===== config.mk =====
export PLATFORM = sky130hd
export DESIGN_NAME = trace_record_buffer
export DESIGN_NICKNAME = d
export VERILOG_FILES = /design/src/rtl/trace_record_buffer_pkg.sv /design/src/rtl/trace_record_buffer_fifo.sv /design/src/rtl/trace_record_buffer.sv
export SDC_FILE = /design/constraint.sdc
export NUM_CORES = 1
export LEC_CHECK = 0
export CAP_MARGIN = 20
export CORE_MARGIN = 2
export CORE_UTILIZATION = 60
export CTS_BUF_LIST = sky130_fd_sc_hd__clkbuf_8 sky130_fd_sc_hd__clkbuf_16
export CTS_CLUSTER_DIAMETER = 150
export CTS_CLUSTER_SIZE = 20
export DETAILED_ROUTE_END_ITERATION = 7
export PLACE_DENSITY = 0.79
export SLEW_MARGIN = 30
export SYNTH_ARGS = -nofsm -noshare
export SYNTH_HDL_FRONTEND = slang
export SYNTH_SLANG_ARGS = --single-unit

===== constraint.sdc =====
create_clock -name clk -period 16.5 [get_ports clk]
set_clock_uncertainty 0.05 [all_clocks]
set_input_delay 1.65 -clock clk [delete_from_list [all_inputs] [get_ports clk]]
set_output_delay 1.65 -clock clk [all_outputs]
set_load 0.005 [all_outputs]

===== src/rtl/trace_record_buffer_pkg.sv =====
// Shared types for the trace record buffer.
// Provides the overflow policy enum and a port-width helper.
package trace_record_buffer_pkg;

  typedef enum logic {
    DROP_NEWEST      = 1'b0,
    OVERWRITE_OLDEST = 1'b1
  } trace_full_policy_e;

  // Width of fill_level: FIFO entries plus the output register.
  function automatic int trace_fill_width(input int depth);
    return $clog2(depth + 1) + 1;
  endfunction

endpackage


===== src/rtl/trace_record_buffer_fifo.sv =====
// Generic DEPTH x T circular FIFO for stamped trace records.
// Ports: push/pop/flush, evict (pop+push when full, rewriting the
// new head with fix), head/second views, full/empty/count status.
module trace_record_buffer_fifo #(
  parameter int  DEPTH = 8,
  parameter type T     = logic
) (
  input  logic                   clk,
  input  logic                   rst,
  input  logic                   push,
  input  logic                   pop,
  input  logic                   evict,
  input  logic                   flush,
  input  T                       wdata,
  input  T                       fix,
  output T                       head,
  output T                       second,
  output logic                   full,
  output logic                   empty,
  output logic [$clog2(DEPTH):0] count
);

  localparam int AW = $clog2(DEPTH);

  T mem [DEPTH];
  logic [AW-1:0] rd;
  logic [AW-1:0] wr;
  logic [AW-1:0] rd1;

  assign rd1    = rd + 1'b1;
  assign head   = mem[rd];
  assign second = mem[rd1];
  assign full   = (count == (AW+1)'(DEPTH));
  assign empty  = (count == '0);

  always_ff @(posedge clk or posedge rst) begin
    if (rst) begin
      rd    <= '0;
      wr    <= '0;
      count <= '0;
    end else if (flush) begin
      rd    <= '0;
      wr    <= '0;
      count <= '0;
    end else begin
      if (push | evict) wr <= wr + 1'b1;
      if (pop | evict)  rd <= rd + 1'b1;
      if (push & ~pop)
        count <= count + 1'b1;
      else if (pop & ~push)
        count <= count - 1'b1;
    end
  end

  // When full, wr == rd, so the new record and the rewritten
  // successor of the evicted head land in different slots.
  always_ff @(posedge clk) begin
    if (!flush) begin
      if (push | evict) mem[wr] <= wdata;
      if (evict)        mem[rd1] <= fix;
    end
  end

endmodule


===== src/rtl/trace_record_buffer.sv =====
// Timestamps, sequence-numbers and buffers WB-stage trace records.
// In: rec_* capture, enable, flush, trace_ready. Out: trace_* record,
// fill_level, sticky overflow. FIFO of DEPTH plus one output register.
module trace_record_buffer
  import trace_record_buffer_pkg::*;
#(
  parameter int INSTR_ADDR_WIDTH = 32,
  parameter int INSTR_DATA_WIDTH = 32,
  parameter int DEPTH            = 8,
  parameter int COUNTER_WIDTH    = 32,
  parameter int SEQ_WIDTH        = 16,
  parameter int DROP_WIDTH       = 8,
  parameter int FULL_POLICY      = 0
) (
  input  logic                              clk,
  input  logic                              rst,
  input  logic                              enable,
  input  logic                              flush,
  input  logic                              rec_valid,
  input  logic [INSTR_ADDR_WIDTH-1:0]       rec_addr,
  input  logic [INSTR_DATA_WIDTH-1:0]       rec_data,
  input  logic                              rec_is_mem,
  output logic                              trace_valid,
  input  logic                              trace_ready,
  output logic [INSTR_ADDR_WIDTH-1:0]       trace_addr,
  output logic [INSTR_DATA_WIDTH-1:0]       trace_data,
  output logic                              trace_is_mem,
  output logic [COUNTER_WIDTH-1:0]          trace_timestamp,
  output logic [SEQ_WIDTH-1:0]              trace_seq,
  output logic [DROP_WIDTH-1:0]             trace_dropped,
  output logic [trace_fill_width(DEPTH)-1:0] fill_level,
  output logic                              overflow
);

  localparam int DW  = DROP_WIDTH;
  localparam int FLW = trace_fill_width(DEPTH);
  localparam trace_full_policy_e POLICY =
    trace_full_policy_e'(FULL_POLICY[0]);

  typedef struct packed {
    logic [INSTR_ADDR_WIDTH-1:0] addr;
    logic [INSTR_DATA_WIDTH-1:0] data;
    logic                        is_mem;
    logic [COUNTER_WIDTH-1:0]    timestamp;
    logic [SEQ_WIDTH-1:0]        seq;
    logic [DW-1:0]               dropped;
  } trace_stamped_t;

  function automatic logic [DW-1:0] sat_sum(
    input logic [DW-1:0] a,
    input logic [DW-1:0] b
  );
    logic [DW+1:0] s;
    s = {2'b00, a} + {2'b00, b} + 1'b1;
    return (s > {2'b00, {DW{1'b1}}}) ? {DW{1'b1}} : s[DW-1:0];
  endfunction

  logic [COUNTER_WIDTH-1:0] cyc;
  logic [SEQ_WIDTH-1:0]     seq_ctr;
  logic [DW-1:0]            drop_cnt;
  logic                     out_valid;
  trace_stamped_t           out_rec;

  trace_stamped_t new_rec;
  trace_stamped_t fix;
  trace_stamped_t f_head;
  trace_stamped_t f_second;
  logic f_full;
  logic f_empty;
  logic [$clog2(DEPTH):0] f_count;

  logic hs, cap, out_free, load_fifo, load_cap;
  logic drop, f_evict, lose_new, f_push;

  always_comb begin
    hs        = out_valid & trace_ready;
    cap       = rec_valid & enable & ~flush;
    out_free  = ~out_valid | hs;
    load_fifo = out_free & ~f_empty;
    load_cap  = out_free & f_empty & cap;
    drop      = cap & ~out_free & f_full;
    f_evict   = drop & (POLICY == OVERWRITE_OLDEST);
    lose_new  = drop & (POLICY == DROP_NEWEST);
    f_push    = cap & ~load_cap & ~drop;
    new_rec   = '{addr:      rec_addr,
                  data:      rec_data,
                  is_mem:    rec_is_mem,
                  timestamp: cyc,
                  seq:       seq_ctr,
                  dropped:   drop_cnt};
    // The successor of an evicted head inherits its loss count.
    fix         = f_second;
    fix.dropped = sat_sum(drop_cnt, f_head.dropped);
  end

  trace_record_buffer_fifo #(
    .DEPTH (DEPTH),
    .T     (trace_stamped_t)
  ) u_fifo (
    .clk    (clk),
    .rst    (rst),
    .push   (f_push),
    .pop    (load_fifo),
    .evict  (f_evict),
    .flush  (flush),
    .wdata  (new_rec),
    .fix    (fix),
    .head   (f_head),
    .second (f_second),
    .full   (f_full),
    .empty  (f_empty),
    .count  (f_count)
  );

  always_ff @(posedge clk or posedge rst) begin
    if (rst) begin
      cyc       <= '0;
      seq_ctr   <= '0;
      drop_cnt  <= '0;
      overflow  <= 1'b0;
      out_valid <= 1'b0;
      out_rec   <= '0;
    end else begin
      cyc <= cyc + 1'b1;
      if (flush) begin
        out_valid <= 1'b0;
        drop_cnt  <= '0;
        overflow  <= 1'b0;
      end else begin
        if (cap) seq_ctr <= seq_ctr + 1'b1;
        if (load_fifo) begin
          out_rec   <= f_head;
          out_valid <= 1'b1;
        end else if (load_cap) begin
          out_rec   <= new_rec;
          out_valid <= 1'b1;
        end else if (hs) begin
          out_valid <= 1'b0;
        end
        if (lose_new) begin
          drop_cnt <= sat_sum(drop_cnt, '0);
          overflow <= 1'b1;
        end else if (f_evict) begin
          drop_cnt <= '0;
          overflow <= 1'b1;
        end else if (load_cap | f_push) begin
          drop_cnt <= '0;
        end
      end
    end
  end

  assign trace_valid     = out_valid;
  assign trace_addr      = out_rec.addr;
  assign trace_data      = out_rec.data;
  assign trace_is_mem    = out_rec.is_mem;
  assign trace_timestamp = out_rec.timestamp;
  assign trace_seq       = out_rec.seq;
  assign trace_dropped   = out_rec.dropped;
  assign fill_level      = FLW'(f_count) + FLW'(out_valid);

endmodule


# ---- After elaboration in Yosys (flattened, before gate mapping)
# Memories as Yosys holds them, arrays and structs flattened.
# Index checks and enable logic that the tools add are counted.
dict set report word_totals {
  mem_bits_rw 968
  memories 1
  reg_bits 189
  input_bits 71
}
# memory depth word_bits rd rd_clocked_by_memory_dff write_ports line_no
set mem_list {}
lappend mem_list {u_fifo.mem 8 121 1 0 1 trace_record_buffer_fifo.sv:25} ;# T mem [DEPTH];
dict set report op_classes {
  n_bitwise 22
  mux 22
  reduce_logical 10
  addsub 8
  magnitude_cmp 1
  eq_ne 1
}
# cell count
set op_table {}
lappend op_table {{two-way mux 121 bit} 2}
lappend op_table {{adder 32 x 1 -> 32 bit (second input constant)} 1}
lappend op_table {{two-way mux 8 bit} 4}
lappend op_table {{adder 16 x 1 -> 16 bit (second input constant)} 1}
lappend op_table {{AND 1 bit} 12}
lappend op_table {{two-way mux 3 bit} 4}
lappend op_table {{two-way mux 4 bit} 3}
lappend op_table {{adder 8 x 1 -> 9 bit (second input constant)} 1}
lappend op_table {{greater-than comparator 9 x 8 -> 1 bit (second input constant)} 1}
lappend op_table {{two-way mux 1 bit} 9}
lappend op_table {{inverter 1 bit} 8}
lappend op_table {{nonzero test 2 bit} 4}
lappend op_table {{adder 3 x 1 -> 3 bit (second input constant)} 2}
lappend op_table {{nonzero test 3 bit} 2}
lappend op_table {{adder 4 x 1 -> 5 bit} 1}
lappend op_table {{adder 4 x 1 -> 4 bit (second input constant)} 1}
lappend op_table {{== test 4 bit (second input constant)} 1}
lappend op_table {{zero test 4 bit} 1}
lappend op_table {{AND reduction 2 bit} 2}
lappend op_table {{nonzero test 4 bit} 1}
lappend op_table {{subtractor 4 x 1 -> 4 bit (second input constant)} 1}
lappend op_table {{bitwise OR 1 bit} 2}

# ---- Longest topological paths before layout
dict set report logic_depth {
  ltp_word 12
  mapped_depth 9
  ltp_nobuf 7
}

# ---- Cells and area by module
# A second synthesis with hierarchy kept.
dict set report hier_totals {
  hier_cells 4065
  area_unflattened_um2 64013.9
}
# mod seq_area_each_um2 cells_each instances area_each_um2
set by_module_without_submodules {}
lappend by_module_without_submodules {trace_record_buffer_fifo 29318.1 3246 1 55512.0}
lappend by_module_without_submodules {trace_record_buffer 4479.3 819 1 8501.9}

# ---- Worst setup path before layout
# OpenSTA, ideal clock, no wires.
dict set report synth_path {
  kind {input to register}
  start {input port flush}
  end {memory u_fifo.mem[2][0] (netlist bit) (enable)}
  stages 5
  t_arrival_ns 14.762
  setup_ns 0.940
  setup_slack_ns 0.748
  path_cell_list {clkbuf_1 and3b_1 buf_2 o21ai_1 nor4b_1}
}
dict set report synth_between {
  elab_chain_cells 9
  word_cells_on_any_way 12
}
# item line_no
set synth_rtl {}
lappend synth_rtl {{start, declared} trace_record_buffer.sv:18} ;# input logic flush,
lappend synth_rtl {{inverter 1 bit (no line)} n/a}
lappend synth_rtl {{AND 1 bit} trace_record_buffer.sv:77} ;# cap = rec_valid & enable & ~flush;
lappend synth_rtl {{AND 1 bit (on tied branches)} {trace_record_buffer.sv:80, trace_record_buffer.sv:81}}
lappend synth_rtl {{inverter 1 bit / AND 1 bit (equally long branches)} {trace_record_buffer.sv:84, trace_record_buffer.sv:81}}
lappend synth_rtl {{AND 1 bit / inverter 1 bit (equally long branches)} trace_record_buffer.sv:84} ;# f_push = cap & ~load_cap & ~drop;
lappend synth_rtl {{AND 1 bit} trace_record_buffer.sv:84}
lappend synth_rtl {{two-way mux 1 bit} trace_record_buffer_fifo.sv:59} ;# if (push | evict) mem[wr] <= wdata;
lappend synth_rtl {{two-way mux 1 bit *} trace_record_buffer_fifo.sv:58} ;# if (!flush) begin
lappend synth_rtl {{two-way mux 1 bit (implied by the code) *} trace_record_buffer_fifo.sv:59}
lappend synth_rtl {{end, declared} trace_record_buffer_fifo.sv:25}
# Mark *: on every way between the ends. The rest lies on a longest branch, timed or not.

# ---- Worst setup path in the final report
dict set report layout_path {
  start {input port flush}
  end {memory u_fifo.mem[2][81] (netlist bit) (enable)}
}
# The elaborated chain is that of the path after synthesis.

==> results.ini <==
[setup_path]
critPathArrivalTime_ns = 4.95
timing.rr.start = u_fifo.rd[0]
cp-start-kind = input port
slowest_stage = buf_4
cp_slowest_stage_delay_ns = 0.82
path_cells = clkdlybuf4s50_1 > and3b_1 > o21ai_1 > nor4b_2 > buf_4 > buf_4
worstPathBufferInverterCount = 3
regToRegSetupSlack_ns = 12.97
crit_fanout = 55
critical_path_depth = 6
setup.worst_path.start = flush
r2r-end = trace_addr[10]
critPathCaptureType = flip-flop
crit_type = in2reg
cp_top_family = buffers and inverters
reg2regPathDepth = 5
endpoint = u_fifo.mem[2][81]
cp_data_required_time_ns = 16.68
critical_path.most_common_cell = buf_4

[timing]
setup_slack_ns = 11.73
min_period_ns = 4.77
grt_setup_unrepaired = no
final_max_slew_viol_count = 0
fin_crit_sh_pct = 28.9
achievable-frequency_ghz = 0.210
fin_setup_tns_ns = 0
hold_viol_final = 0
tightestPinTransition_ns = 1.04
setup_viol = 0
slew_headroom_pct = 30.3

[die]
die_w_um = 278
die_area_um2 = 77100
core_area_um2 = 74300
dieHeight_um = 278
initial_core_util_pct = 60.5
std_cell_rows = 100
pin_count = 199

[job]
cap_viol_max_count = 0

[clock_tree]
postCtsHoldBufs = 0
cts_tree = yes
htreeDepth = 3
clock_latency_ns = 0.62
post_cts_buffers = 0
cts_made_buffers = 67
root_buffer = clkbuf_16
postCtsResizedCells = 0
cts_sinks = 1157
clkTransAtPathRegs_ns = 0.08
clk_path_buf_depth = 3

[pwr]
peakVddDrop_v = 0.000128
leakage_nw = 16.4
powerDensity_nw_per_um2 = 141

[finish]
syn2layout_area_growth_pct = 11.2
final_common_cell = edfxtp_1
fillers = 4687
nNetsFinal = 2635
drive_above_1_share_pct = 14.5
final_cell_mix = edfxtp_1, mux4_2, clkdlybuf4s50_1

[detailed_routing]
drtPass1Iterations = 5
vias_per_cell = 6.49
drt_iter0_drc = 2489
vias = 23200
drc = 0
ant_nets = 0
routed_wl_um = 95500
wire_per_inst_um = 26.7

[logic_synthesis]
seq_area_frac_synth_pct = 75.2
synth_nets = 2479
avgSynthCellArea_um2 = 18.7
syn_inst = 2397
synth_area_um2 = 44900
synth_area_leaders = edfxtp_1, mux4_2, dfrtp_1
yosysTopAreaCell = edfxtp_1
ys.flop_type = edfxtp_1
synth_top_cell_area_share_pct = 64.7
yosys_warnings = 0
synth_edf_count = 968
synth_seq_cells = 1157
synth.distinct_cells = 52
synthArstFlopShare_pct = 16.3

[grt]
grt_overflow = 0
antenna_found_initial = 4
grt_pass1_wl_um = 147000
grt_use_total_pct = 25.2
first_global_vias = 24400
grt_max_degree = 145

[worst_hold_path]
whs_path_depth = 2
hold_path_class = reg2reg

[placement]
hpwl_um = 47800
place.gp.congestion = 0.782
dp_slack_ns = 10.95
port_buffers = 198

[outcome]
outcome = completed

registers in the layout, indices dropped and copies added, names as in the netlist, 4 cells and up:
signal and cells:
u_fifo.count 4, trace_data 32, trace_addr 32, trace_timestamp 32
cyc 32, trace_dropped 8, drop_cnt 8, seq_ctr 16
trace_seq 16, u_fifo.mem 968
Yosys cell counts (18+ instances only):
master    instances
a211oi_1        121
buf_2            50
clkbuf_1         78
dfrtp_1         189
edfxtp_1        968
mux4_2          243
nand2_1         142
nand3_1          27
nor2_1           18
nor2b_1         122
o21ai_0         162
o21ai_1          87
xnor2_1          37
worst register-to-register path, stage by stage, from the launching register on:
cell and delay [ns]:
dfrtp_4 1.02, buf_4 0.83, buf_4 0.68, nor2b_1 0.14
a211oi_1 0.44, o21ai_0 0.22
metal layers:
layer  part of all wire [%]  vias to the layer above  GRT usage, %
li1                       -                     9848             -
met1                     41                    12200          36.3
met2                     50                      997          40.9
met3                    7.6                      121          3.72
met4                    2.0                        4          7.28
met5                  0.020                        -             0
final cells by class:
cell class | count | area [µm²] | area share [%]
Clock inverter | 49 | 185 | 0.370
Tap cell | 969 | 1210 | 2.43
Antenna cell | 2 | 5.00 | 0.0100
Timing Repair Buffer | 232 | 2370 | 4.74
Inverter | 10 | 45.0 | 0.0901
Clock buffer | 73 | 1830 | 3.65
Sequential cell | 1157 | 33800 | 67.6
Multi-Input combinational cell | 1085 | 10500 | 21.1
cells by family (layout without fill, tap and decap cells):
kind of cell               count (synthesis)  in the layout  synth area share (%)
adders and majority gates                 11             11                 0.323
muxes                                    248            248                  12.3
DFF                                     1157           1157                  75.2
and+or+nand+nor                          378            378                  4.41
xor gates and xnor gates                  51             51                 0.994
AOI/OAI and AO/OA                        397            397                  5.21
other                                      0              2                     0
buffers and inverters                    155            364                  1.57
worst min path at each step:
stage                       startpoint                  to  slack, ns
floorplan                trace_addr[0]       trace_addr[0]       0.42
global placement        trace_addr[28]      trace_addr[28]       0.42
detailed placement      trace_addr[14]      trace_addr[14]       0.43
CTS                 trace_timestamp[3]  trace_timestamp[3]       0.45
global route        trace_timestamp[3]  trace_timestamp[3]       0.47
finish              trace_timestamp[3]  trace_timestamp[3]       0.44
per-stage QoR:
step / cells / hold WS [ns] / utilization [%] / total power, mW / area, µm²
floorplan: 2397 / 0.423 / - / 4.70 / 44900
global placement: 3451 / 0.419 / 64.5 / 5.37 / 47900
global route: 3576 / 0.467 / 67.2 / 7.37 / 50000
detailed placement: 3451 / 0.429 / 64.5 / 5.42 / 47900
finish: 3577 / 0.439 / 67.3 / 7.05 / 50000
CTS: 3573 / 0.445 / 67.2 / 7.10 / 49900
power breakdown:
part / switching (mW) / total, mW / internal [mW]
clock: 0.890 / 1.69 / 0.800
combinational: 0.938 / 1.80 / 0.861
sequential: 0.203 / 3.56 / 3.36
total: 2.03 / 7.05 / 5.02
Power figures use the tool's default switching activity.
